[config.mk]
export PLATFORM = sky130hd
export DESIGN_NAME = mem_wb_stage
export DESIGN_NICKNAME = d
export VERILOG_FILES = /design/src/rtl/mem_wb_stage.sv
export SDC_FILE = /design/constraint.sdc
export NUM_CORES = 1
export LEC_CHECK = 0
export BUFFER_PORTS_ARGS = -buffer_cell sky130_fd_sc_hd__buf_4
export CAP_MARGIN = 10
export CORE_ASPECT_RATIO = 0.75
export CORE_UTILIZATION = 36
export DETAILED_ROUTE_END_ITERATION = 6
export GPL_TIMING_DRIVEN = 0
export HOLD_SLACK_MARGIN = 0.05
export PLACE_DENSITY = 0.57
export SETUP_SLACK_MARGIN = 0.2
export SLEW_MARGIN = 20
export SYNTH_ARGS = -nofsm -noshare
export SYNTH_HDL_FRONTEND = slang
export SYNTH_SLANG_ARGS = --single-unit
[constraint.sdc]
create_clock -name Clk -period 2.2 [get_ports Clk]
set_input_delay 0.22 -clock Clk [delete_from_list [all_inputs] [get_ports Clk]]
set_output_delay 0.22 -clock Clk [all_outputs]
set_load 0.02 [all_outputs]
[src/rtl/mem_wb_stage.sv]
// Memory-access stage with MEM/WB pipeline register: issues a handshaked
// data-memory access, stalls upstream while it is outstanding, resolves branches.
module mem_wb_stage #(
  parameter int TIMEOUT = 16
) (
  input  logic        Clk,
  input  logic        Rst_n,
  input  logic        Branch_EX,
  input  logic        MemR_EX,
  input  logic        Mem2R_EX,
  input  logic        MemW_EX,
  input  logic        RegW_EX,
  input  logic        zero,
  input  logic [31:0] PC_EXMEM,
  input  logic [31:0] aluDataOut_EX,
  input  logic [31:0] MEM_rfDataOut2,
  input  logic [4:0]  EX_rfWeSel,
  input  logic [31:0] dm_rdata,
  input  logic        dm_ack,
  output logic        dm_req,
  output logic        dm_we,
  output logic [31:0] dm_addr,
  output logic [31:0] dm_wdata,
  output logic        stall,
  output logic        PCSrc,
  output logic        mem_err,
  output logic        RegW_WB,
  output logic        Mem2R_WB,
  output logic [31:0] memDataOut_WB,
  output logic [31:0] aluDataOut_WB,
  output logic [4:0]  WB_rfWeSel,
  output logic [31:0] PC_WB
);

  typedef enum logic {IDLE, WAIT} state_t;

  localparam logic [7:0] CNT_LAST = 8'(TIMEOUT - 1);

  state_t      state;
  logic [7:0]  cnt;
  logic        l_regw, l_mem2r;
  logic [31:0] l_alu, l_pc;
  logic [4:0]  l_rd;

  logic mem_op, misaligned, cnt_last;

  assign mem_op     = MemR_EX | MemW_EX;
  assign misaligned = aluDataOut_EX[1:0] != 2'b00;
  assign cnt_last   = cnt == CNT_LAST;
  assign PCSrc      = Branch_EX & zero;

  always_comb begin
    stall = 1'b0;
    if (state == IDLE) stall = mem_op & ~misaligned;
    else               stall = ~dm_ack & ~cnt_last;
  end

  always_ff @(posedge Clk or negedge Rst_n) begin
    if (!Rst_n) begin
      state         <= IDLE;
      cnt           <= '0;
      dm_req        <= 1'b0;
      dm_we         <= 1'b0;
      dm_addr       <= '0;
      dm_wdata      <= '0;
      mem_err       <= 1'b0;
      RegW_WB       <= 1'b0;
      Mem2R_WB      <= 1'b0;
      memDataOut_WB <= '0;
      aluDataOut_WB <= '0;
      WB_rfWeSel    <= '0;
      PC_WB         <= '0;
      l_regw        <= 1'b0;
      l_mem2r       <= 1'b0;
      l_alu         <= '0;
      l_pc          <= '0;
      l_rd          <= '0;
    end else begin
      mem_err <= 1'b0;
      case (state)
        IDLE: begin
          if (!mem_op) begin
            RegW_WB       <= RegW_EX;
            Mem2R_WB      <= Mem2R_EX;
            aluDataOut_WB <= aluDataOut_EX;
            WB_rfWeSel    <= EX_rfWeSel;
            PC_WB         <= PC_EXMEM;
          end else if (misaligned) begin
            mem_err  <= 1'b1;
            RegW_WB  <= 1'b0;
            Mem2R_WB <= 1'b0;
          end else begin
            state    <= WAIT;
            dm_req   <= 1'b1;
            dm_we    <= MemW_EX;
            dm_addr  <= aluDataOut_EX;
            dm_wdata <= MEM_rfDataOut2;
            cnt      <= '0;
            // WB fields are held here so upstream is free once the access ends
            l_regw   <= RegW_EX;
            l_mem2r  <= Mem2R_EX;
            l_alu    <= aluDataOut_EX;
            l_rd     <= EX_rfWeSel;
            l_pc     <= PC_EXMEM;
            RegW_WB  <= 1'b0;
            Mem2R_WB <= 1'b0;
          end
        end
        WAIT: begin
          if (dm_ack) begin
            state         <= IDLE;
            dm_req        <= 1'b0;
            RegW_WB       <= l_regw;
            Mem2R_WB      <= l_mem2r;
            aluDataOut_WB <= l_alu;
            WB_rfWeSel    <= l_rd;
            PC_WB         <= l_pc;
            if (!dm_we) memDataOut_WB <= dm_rdata;
          end else if (cnt_last) begin
            state    <= IDLE;
            dm_req   <= 1'b0;
            mem_err  <= 1'b1;
            RegW_WB  <= 1'b0;
            Mem2R_WB <= 1'b0;
          end else begin
            cnt      <= cnt + 8'd1;
            RegW_WB  <= 1'b0;
            Mem2R_WB <= 1'b0;
          end
        end
      endcase
    end
  end

endmodule

==> results of run 1 <==
==> worst max-delay path: cells and delay by family, from the launching register on <==
family	cells	cell delay, ns
AOI/OAI and AO/OA	1	0.22
and+or+nand+nor	2	0.64
DFF	1	0.37
buffers and inverters	2	0.16
==> power groups by stage <==
stage,combinational (mW),clock (mW),sequential [mW]
finish,4.40,3.80,5.58
global route,4.73,4.07,5.70
CTS,4.43,3.92,5.56
detailed placement,4.18,0,5.63
global placement,4.13,0,5.61
floorplan,1.21,0,6.53
==> through the flow <==
step	std cells	setup TNS, ns	setup slack (ns)	hold slack (ns)	power, mW
2_1_floorplan	873	0	0.530	-0.0756	7.74
4_1_cts	1696	0	0.0384	0.0565	13.9
5_1_grt	1698	0	0.0277	0.0761	14.5
3_5_place_dp	1518	0	0.00951	0.202	9.81
6_report	1698	0	0.0783	0.0781	13.8
3_3_place_gp	1516	-183.75	-0.860	0.411	9.74
==> how the worst max path moves through the flow <==
stage / endpoint / cells past startpoint
2_1_floorplan: stall / 4
3_3_place_gp: l_pc[23]$_DFFE_PN0P_ / 1
3_5_place_dp: dm_wdata[22]$_DFFE_PN0P_ / 8
4_1_cts: stall / 5
5_1_grt: stall / 5
6_report: stall / 5
==> timing repair <==
item / CTS / global route
gates cloned: 0 / 0
hold buffers: 135 / 0
endpoints found under the hold margin: 263 / 0
pin swaps: 3 / 2
setup buffers: 5 / 2
gates resized for setup: 4 / 3
setup endpoints to repair: 8 / 73
==> registers in the layout (all words and copies together), names as in the netlist, 5 cells and up <==
signal and cells:
l_rd 5, memDataOut_WB 32, PC_WB 32, cnt 8, dm_wdata 32, WB_rfWeSel 5
l_pc 32, aluDataOut_WB 32, l_alu 32
==> logic make-up after synthesis <==
kind of cell / after synthesis / share of synthesized area (%)
buffers and inverters: 52 / 2.68
adders and majority gates: 1 / 0.141
and+or+nand+nor: 411 / 18.2
AOI/OAI and AO/OA: 87 / 5.23
muxes: 104 / 12.2
DFF: 218 / 61.5
==> layout by cell type (no fill, tap or decap), types with 2 or more instances in the layout <==
cell type	instances
o21ai_0	6
a21oi_1	70
mux2i_1	71
and2_1	3
nor2_1	73
nand2b_1	2
a21o_1	2
clkbuf_1	21
or4_1	2
buf_4	317
nand2_1	314
clkinv_2	3
o31ai_1	2
clkbuf_8	2
dfrtp_1	218
buf_2	33
nand3_1	7
buf_16	2
dlygate4sd3_1	135
buf_1	3
mux2_2	33
clkbuf_16	25
==> per-layer routing <==
metal	vias up	GRT usage [%]
met5	-	0
met1	3773	29.4
li1	3789	-
met3	32	4.70
met2	261	34.2
met4	0	4.35
==> area by class of cell <==
cell class	instances	area (sq um)
Inverter	1	3.75
Tap cell	331	414
Timing Repair Buffer	456	3810
Clock buffer	34	679
Fill cell	2103	10300
Buffer	51	236
Sequential cell	218	5460
Clock inverter	4	45.0
Multi-Input combinational cell	603	3190
==> results.cfg, run 1 <==
[worst_setup_path]
critPathKind = reg2out
cp.arrival_ns = 1.90
slowest_stage = or4_4
cp-end-kind = output port
r2r-end = aluDataOut_WB[5]$_DFFE_PN0P_
crit_required_ns = 1.98
r2r_start = state$_DFF_PN0_
path_cells = or4_4, o21a_4, nor2_4, inv_2, buf_6
ff2ff_setup_slack_ns = 0.28
startpoint = cnt[4]$_DFFE_PN0P_
crit_fanout = 2
max_stage_delay_ns = 0.55
cp-start-kind = register
rr_worst_depth = 4

[route]
via_per_inst = 4.63
wirelength_met1_mm = 12.6
wl_met2_mm = 12.5
ant_nets = 0
routed_wl_mm = 27.4
avgRoutedWirePerCell_microns = 16.2
drt_iter0_markers = 337
via_count = 7855
topRoutingLayerUsed = met4
routed-wl-met3_mm = 1.80
drc = 0
firstDrtPassIters = 4

[logic_synthesis]
syn_area_sq_mm = 0.00887
netlist_instances = 873
synth.avg_cell_area_sq_um = 10.2
synth_fp_nets = 1016
synth_warnings = 0
synth_commonest_cells = 314 x nand2_1, 218 x dfrtp_1, 73 x nor2_1
yosysSeqAreaShare_pct = 61.5
synth_edf_count = 0
synth_flop_cell = dfrtp_1
synth_seq_cells = 218
ys_types = 33
ys_async_sr_fraction_pct = 100
netlist_top_cells_area = dfrtp_1 62%, nand2_1 13%, mux2i_1 8.0%, mux2_2 4.2%, a21oi_1 4.0%
synth_top_area_cell = dfrtp_1
yosysMostFrequentCell = nand2_1
yosysTopAreaCellShare_pct = 61.5

[worst_hold_path]
hold_start = aluDataOut_EX[1]
min_to = aluDataOut_WB[1]$_DFFE_PN0P_
holdCritPathClass = in2reg
whs_path_depth = 3

[power]
combPwrFrac_pct = 31.9
switchingPower_mw = 4.55
p_leak_nw = 6.91
ir_drop_mv = 0.479
pwr-share-clk_pct = 27.6
swShare_pct = 33.0
p_per_area_mw_per_mm2 = 996
power.share.sequential_pct = 40.5
intPower_mw = 9.23

[finish]
fin_nets = 1498
diodes = 0
layout-drive-gt1-share_pct = 31.2
area_growth_pct = 56.1
stdcell_area_sq_mm = 0.0138
finalCoreUtilization_pct = 57.4

[place]
port_buffers = 312
placed_area_sq_mm = 0.0117
place.detailed.hpwl_mm = 18.5
gp_congestion = 0.790

[sta]
relSlewSlack_pct = 37.9
fin_skew_ns = 0.00550
max_freq_mhz = 471
finalCritPeriodShare_pct = 96.4
drv_slew = 0
layout_min_cycle_time_ns = 2.12
finalHoldViolCount = 0
finalSetupViolations = 0
worstMarginPinSlew_ns = 0.931
rsz0062_at_grt = true

[floorplanning]
rows = 49
start_util_pct = 36.8
pin_count = 314
die_area_sq_mm = 0.0253
die_x_microns = 183
die_h_microns = 138
core_sq_mm = 0.0241

[global_route]
grt_pass1_wl_mm = 42.3
antenna_found_initial = 0
grt_pass1_vias = 7677
grt_overflow = 0
groute.usage.overall_pct = 21.2
grt_max_degree = 86

[outcome]
outcome = finished clean

[clocking]
path_clk_slew_ns = 0.06
cts-htree-levels = 1
cts-root-buf = clkbuf_16
clock_sinks = 218
cts_max_path_buffers = 3
numCtsBuffers = 24
cts_tree = done
clk_latency_ns = 0.50

[flow_run]
cap_violations = 0
Power figures use the tool's default switching activity.
==> run 2, diff against run 1 <==
--- a/config.mk
+++ b/config.mk
@@ -13,6 +13,7 @@
 export GPL_TIMING_DRIVEN = 0
 export HOLD_SLACK_MARGIN = 0.05
 export PLACE_DENSITY = 0.57
+export RECOVER_POWER = 25
 export SETUP_SLACK_MARGIN = 0.2
 export SLEW_MARGIN = 20
 export SYNTH_ARGS = -nofsm -noshare
==> run 2 against run 1 <==
Compared with the run above: the flow now finishes with violations (max-capacitance violations, max-slew violations); worst hold slack about the same; sequential power about the same; cell area decreased by 0.21%; largest power group unchanged.
==> results.cfg, run 2 (synthesized netlist as in run 1, its figures left out) <==
[clocking]
clk_latency_ns = 0.50
cts-root-buf = clkbuf_16
path_clk_slew_ns = 0.06
clock_sinks = 218
cts_tree = done
cts-htree-levels = 1
numCtsBuffers = 24
cts_max_path_buffers = 3

[floorplanning]
die_x_microns = 183
rows = 49
die_h_microns = 138
pin_count = 314
start_util_pct = 36.8
core_sq_mm = 0.0241
die_area_sq_mm = 0.0253

[worst_setup_path]
cp-start-kind = register
slowest_stage = or4_4
crit_fanout = 2
cp.arrival_ns = 1.90
max_stage_delay_ns = 0.55
cp_num_buf_inv = 2
crit_required_ns = 1.98
cp_top_family = simple AND/OR/NAND/NOR gates
cp-end-kind = output port
path_cells = or4_4, o21a_4, nor2_4, inv_2, buf_6
critPathKind = reg2out

[sta]
final.setup.tns_ns = 0
hold_slack_ns = 0.0781
finalHoldViolCount = 0
layout_min_cycle_time_ns = 2.12
finalCritPeriodShare_pct = 96.4
setup_slack_ns = 0.0788
finalSetupViolations = 0
rsz0062_at_grt = true
relSlewSlack_pct = -9.77
max_freq_mhz = 471
fin_skew_ns = 0.00549
drv_slew = 62
worstMarginPinSlew_ns = 1.65

[place]
port_buffers = 312
place.detailed.hpwl_mm = 18.5
pre_cts_ws_ns = 0.00951
gp_congestion = 0.790
dp.cells = 1518

[finish]
mostFrequentLayoutCells = 316 x buf_4, 314 x nand2_1, 218 x dfrtp_1
diodes = 0
fin_nets = 1498
fillers = 2108
fin_cells = 1698
area_growth_pct = 55.8
mostFrequentLayoutCell = buf_4
layout-drive-gt1-share_pct = 31.2

[route]
routed_wl_mm = 27.4
drc = 0
via_per_inst = 4.63
drt_iter0_markers = 337
via_count = 7856
avgRoutedWirePerCell_microns = 16.1
ant_nets = 0
firstDrtPassIters = 4

[power]
total_power_mw = 13.8
p_per_area_mw_per_mm2 = 997
p_leak_nw = 6.90
ir_drop_mv = 0.479

[global_route]
grt_pass1_vias = 7677
groute.usage.overall_pct = 21.2
grt_pass1_wl_mm = 42.3
grt_overflow = 0
grt_max_degree = 86
antenna_found_initial = 0

[outcome]
outcome = finished with violations
failed_checks = max-capacitance violations, max-slew violations

[flow_run]
cap_violations = 1

[worst_hold_path]
holdCritPathClass = in2reg
[run 2: changes by cell type in the layout (fill, tap and decap cells not counted), sizes merged]
cell / change
buf: -2
clkbuf: +2
[run 2: final cells by class]
class                           instances  area (sq um)  area share, %
Inverter                                1          3.75         0.0272
Timing Repair Buffer                  456          3780           27.4
Multi-Input combinational cell        603          3190           23.1
Tap cell                              331           414           3.00
Clock inverter                          4          45.0          0.326
Clock buffer                           34           679           4.92
Buffer                                 51           236           1.71
Sequential cell                       218          5460           39.5
[run 2: worst paths after layout]
check	from	to	slack (ns)	cells after the start
worst max-delay path	cnt[4]$_DFFE_PN0P_	stall	0.08	5
worst min-delay path	aluDataOut_EX[1]	aluDataOut_WB[1]$_DFFE_PN0P_	0.08	3
worst max register to register	state$_DFF_PN0_	aluDataOut_WB[5]$_DFFE_PN0P_	0.28	4
worst min register to register	dm_wdata[28]$_DFFE_PN0P_	dm_wdata[28]$_DFFE_PN0P_	0.47	2
max in group asynchronous	Rst_n	PC_WB[16]$_DFFE_PN0P_	0.33	3
min in group asynchronous	Rst_n	aluDataOut_WB[18]$_DFFE_PN0P_	0.68	2
[run 2: power breakdown]
group          internal [mW]  leakage, nW  switching (mW)
logic                   2.01         3.92            2.39
clock network           2.24        0.357            1.56
registers               4.98         2.62           0.598
[run 2: repair_timing]
item                                    CTS  global route
resized for setup                         4             3
hold endpoints to repair                263             0
buffers inserted                          5             2
endpoints found under the setup margin    8            73
hold buffers                            135             0
pin swaps                                 3             2
[run 2: per-layer routing]
layer | wire length [microns] | GRT usage (%) | share of wire (%)
met1 | 12600 | 29.4 | 46
met2 | 12500 | 34.2 | 46
met3 | 1790 | 4.70 | 6.5
met4 | 497 | 4.35 | 1.8
met5 | 0 | 0 | 0
[run 2: worst min-delay path, stage by stage]
cell     delay [ns]
buf_4          0.12
mux2i_1        0.07
a21oi_1        0.13
[run 2: metrics by stage]
| step | utilization, % | area (sq um) |
|---|---|---|
| 2_1_floorplan | - | 8870 |
| 3_3_place_gp | 48.2 | 11600 |
| 3_5_place_dp | 48.5 | 11700 |
| 4_1_cts | 57.3 | 13800 |
| 5_1_grt | 57.3 | 13800 |
| 6_report | 57.3 | 13800 |
